===== src/rtl/shift_rows_stage.sv =====
// rtl/shift_rows_stage.sv - AES ShiftRows stage with a one-entry valid/ready output register
// Defining SHIFT_ROWS_INV_EN adds the inverse port, which selects InvShiftRows per accepted block.
module shift_rows_stage (
   input  logic         clk,
   input  logic         n_rst,
   input  logic [127:0] input_block,
   input  logic         in_valid,
   output logic         in_ready,
`ifdef SHIFT_ROWS_INV_EN
   input  logic         inverse,
`endif
   output logic [127:0] shifted_block,
   output logic         out_valid,
   input  logic         out_ready
);

   logic [31:0]  row0, row1, row2, row3;
   logic [127:0] fwd_block;
   logic [127:0] next_block;
   logic         accept;

   assign row0 = input_block[127:96];
   assign row1 = input_block[95:64];
   assign row2 = input_block[63:32];
   assign row3 = input_block[31:0];

   // Byte 0 of a row is its most significant byte, so a left rotate moves low bytes up.
   assign fwd_block = {row0,
                       row1[23:0], row1[31:24],
                       row2[15:0], row2[31:16],
                       row3[7:0],  row3[31:8]};

`ifdef SHIFT_ROWS_INV_EN
   logic [127:0] inv_block;

   assign inv_block = {row0,
                       row1[7:0],  row1[31:8],
                       row2[15:0], row2[31:16],
                       row3[23:0], row3[31:24]};

   assign next_block = inverse ? inv_block : fwd_block;
`else
   assign next_block = fwd_block;
`endif

   assign in_ready = !out_valid || out_ready;
   assign accept   = in_valid && in_ready;

   always_ff @(posedge clk) begin
      if (!n_rst) begin
         shifted_block <= 128'h0;
         out_valid     <= 1'b0;
      end else if (accept) begin
         shifted_block <= next_block;
         out_valid     <= 1'b1;
      end else if (out_ready) begin
         out_valid     <= 1'b0;
      end
   end

endmodule


===== config.mk =====
export PLATFORM = sky130hd
export DESIGN_NAME = shift_rows_stage
export DESIGN_NICKNAME = d
export VERILOG_FILES = /design/src/rtl/shift_rows_stage.sv
export SDC_FILE = /design/constraint.sdc
export NUM_CORES = 1
export LEC_CHECK = 0
export BUFFER_PORTS_ARGS = -buffer_cell sky130_fd_sc_hd__clkbuf_2
export CAP_MARGIN = 15
export CORE_AREA = 2 2 89 155
export DETAILED_ROUTE_END_ITERATION = 12
export DIE_AREA = 0 0 91 157
export PLACE_DENSITY = 0.74
export SLEW_MARGIN = 20
export SYNTH_ARGS = -nofsm -noshare
export SYNTH_HDL_FRONTEND = slang
export SYNTH_SLANG_ARGS = --single-unit

===== constraint.sdc =====
create_clock -name clk -period 1.06 [get_ports clk]
set_input_delay 0.106 -clock clk [delete_from_list [all_inputs] [get_ports clk]]
set_output_delay 0.106 -clock clk [all_outputs]
set_load 0.005 [all_outputs]

==> out/results.tsv <==
metric	value	unit
clk_latency	0.41	ns
layout-drive-gt1-share	34.3	%
post-route-util	68.8	%
core_area	0.0129	sq mm
synth_top_family_by_area	multiplexers	
yosys-mux-area-fraction	24.5	%
r2r_start	out_valid$_SDFFE_PN0P_	
grt_max_degree	50	
ys_seq_elements	129	
yosysWarningCount	0	
place_congestion	0.781	
drt.antenna.violating_nets	0	
fillers	925	
first_pass_iters	4	
worstPathArrival	1.53	ns
grt_pass1_vias	5296	
ys_seq_area_share	49.3	%
skew	0.00728	ns
critPathCaptureType	flip-flop	
crit_start	out_valid$_SDFFE_PN0P_	
area_delta_synth_final	69.8	%
diodes	0	
place_area	0.00664	sq mm
hold_class	in -> reg	
worstRegToRegCells	4	
r2r_end	shifted_block[4]$_SDFFE_PN0P_	
post_drt_wl_per_cell	15.0	um
cp_top_family	simple AND/OR/NAND/NOR gates	
io_buffers	261	
cts_buffers	17	
finalCritPeriodShare	114	%
clock-sinks	129	
max_freq	0.830	GHz
hold_viol	0	
finalSetupViolations	130	
worstMarginPinSlew	0.251	ns
cts-root-buf	clkbuf_16	
clock_path_buffers	2	
synthAdderAreaFrac	0	%
worst_setup_path_start_kind	flip-flop	
dieArea	0.0143	sq mm
synth-simple-area-share	18.8	%
endpoint	shifted_block[4]$_SDFFE_PN0P_	
final-seq-area	0.00258	sq mm
vias	5324	
multi_input_area	0.00229	sq mm
path_clk_slew	0.06	ns
cp.depth	4	
power_density	1500	mW/mm^2
detail_route.iter0.violations	190	
grt_usage	22.4	%
fin_crit	1.20	ns
max_stage_delay	0.33	ns
violations	setup timing	
drc	0	
synthCells	561	
drv_slew	0	
grt_first_pass_wirelength	25.6	mm
wl	17.2	mm
dp_hpwl	9.22	mm
overflow	0	
initial_core_util	40.5	%
r2r_slack	-0.14	ns
synth-xor-area-share	0	%
vdd_drop_max	1.05	mV
antenna_found_initial	0	
design_area	0.00890	sq mm
synth_area_per_cell	9.34	sq um
crit_fanout	9	
total_leakage_power	0.00443	uW
fp.dieH	157	um
worst_slack	-0.145	ns
critPathKind	reg -> reg	
slew-limit-headroom	83.3	%
row_count	55	
status	finished with violations	
crit_slowest_cell	dfxtp_2	
synth_fp_nets	693	
crit_chain	nand2b_4 -> and2_4 -> clkbuf_16 -> mux2i_1	
synth_cell_types	11	
htreeDepth	4	
avgViaCountPerCell	4.64	
cap_violations	0	
io_pins	262	
die_w	91	um
path_buf_inv	1	
fin_nets	1095	
rsz0062_at_grt	yes	
syn_area	0.00524	sq mm
synth-compound-area-share	0.143	%
cts_tree	done	
cp.required	1.38	ns
==> state kept, by name, summed over array words and instances, names as in the netlist <==
signal and cells:
out_valid 1, shifted_block 128
==> power by group <==
group	internal, uW	switching (uW)
combinational	1260	928
clock	3500	2270
sequential	5180	176
total	9940	3380
==> final cells by class <==
class / instances / share of cell area (%)
clock inverter: 14 / 1.76
clock buffer: 18 / 4.82
tap: 171 / 2.41
sequential: 129 / 29.1
multi-input combinational: 388 / 25.7
timing repair buffer: 426 / 36.2
inverter: 1 / 0.0422
==> metal layers <==
layer | wire length (um) | vias to the layer above | track usage (%)
met5 | 0 | - | 0
met4 | 565 | 0 | 10.1
met3 | 1020 | 47 | 6.80
met2 | 8910 | 225 | 41.2
met1 | 6690 | 2443 | 23.3
li1 | - | 2609 | -
==> cells in the mapped netlist, drive strengths merged <==
cell | count | share of area [%]
inv | 1 | 0.072
nand2 | 256 | 18
clkbuf | 24 | 1.7
dfxtp | 129 | 49
a21boi | 1 | 0.14
and2 | 1 | 0.17
mux2i | 128 | 24
nand2b | 1 | 0.26
buf | 20 | 5.5
==> worst register-to-register path: stages (launching register included) <==
cell and delay (ns):
dfxtp_2 0.33, nand2b_4 0.07, and2_4 0.29, clkbuf_16 0.21
mux2i_1 0.22
==> per-stage QoR <==
| stage | instances | worst slack (ns) | TNS, ns | hold WS, ns | power [uW] |
|---|---|---|---|---|---|
| 6_report | 1147 | -0.145 | -8.48 | 0.0554 | 13300 |
| 5_1_grt | 1147 | -0.172 | -13.77 | 0.0503 | 13800 |
| 4_1_cts | 1141 | -0.138 | -12.00 | 0.0446 | 13300 |
| 3_5_place_dp | 969 | -0.129 | -11.81 | 0.340 | 6970 |
| 3_3_place_gp | 969 | -0.0861 | -8.39 | 0.334 | 6940 |
| 2_1_floorplan | 561 | -0.0946 | -11.26 | 0.227 | 6310 |
==> cell families (layout without fill, tap and decap cells) <==
logic type | after synthesis | count (layout)
flip-flops | 129 | 129
multiplexers | 128 | 128
buffers and inverters | 45 | 459
AO/OA/AOI/OAI | 1 | 1
AND/OR/NAND/NOR | 258 | 259
==> timing repair <==
action,in CTS,in global routing
buffers inserted,6,1
hold endpoints to repair,129,0
gates cloned,5,8
hold buffers,129,0
setup endpoints to repair,128,130
gates resized for setup,4,17
==> worst min-delay path by stage <==
stage | endpoint | startpoint | cells past startpoint
finish | shifted_block[120]$_SDFFE_PN0P_ | n_rst | 3
global route | out_valid$_SDFFE_PN0P_ | n_rst | 2
CTS | out_valid$_SDFFE_PN0P_ | n_rst | 2
detailed placement | out_valid$_SDFFE_PN0P_ | in_valid | 3
global placement | out_valid$_SDFFE_PN0P_ | in_valid | 3
floorplan | out_valid$_SDFFE_PN0P_ | in_valid | 2
==> layout by cell type, fill, tap and decap left out, drive strengths merged <==
cell type    count
clkbuf         283
nand2          256
dlygate4sd3    129
dfxtp          129
mux2i          128
buf             32
inv              6
clkinvlp         4
clkinv           3
and2             2
bufinv           2
nand2b           1
a21boi           1
(Power assumes the default switching activity.)
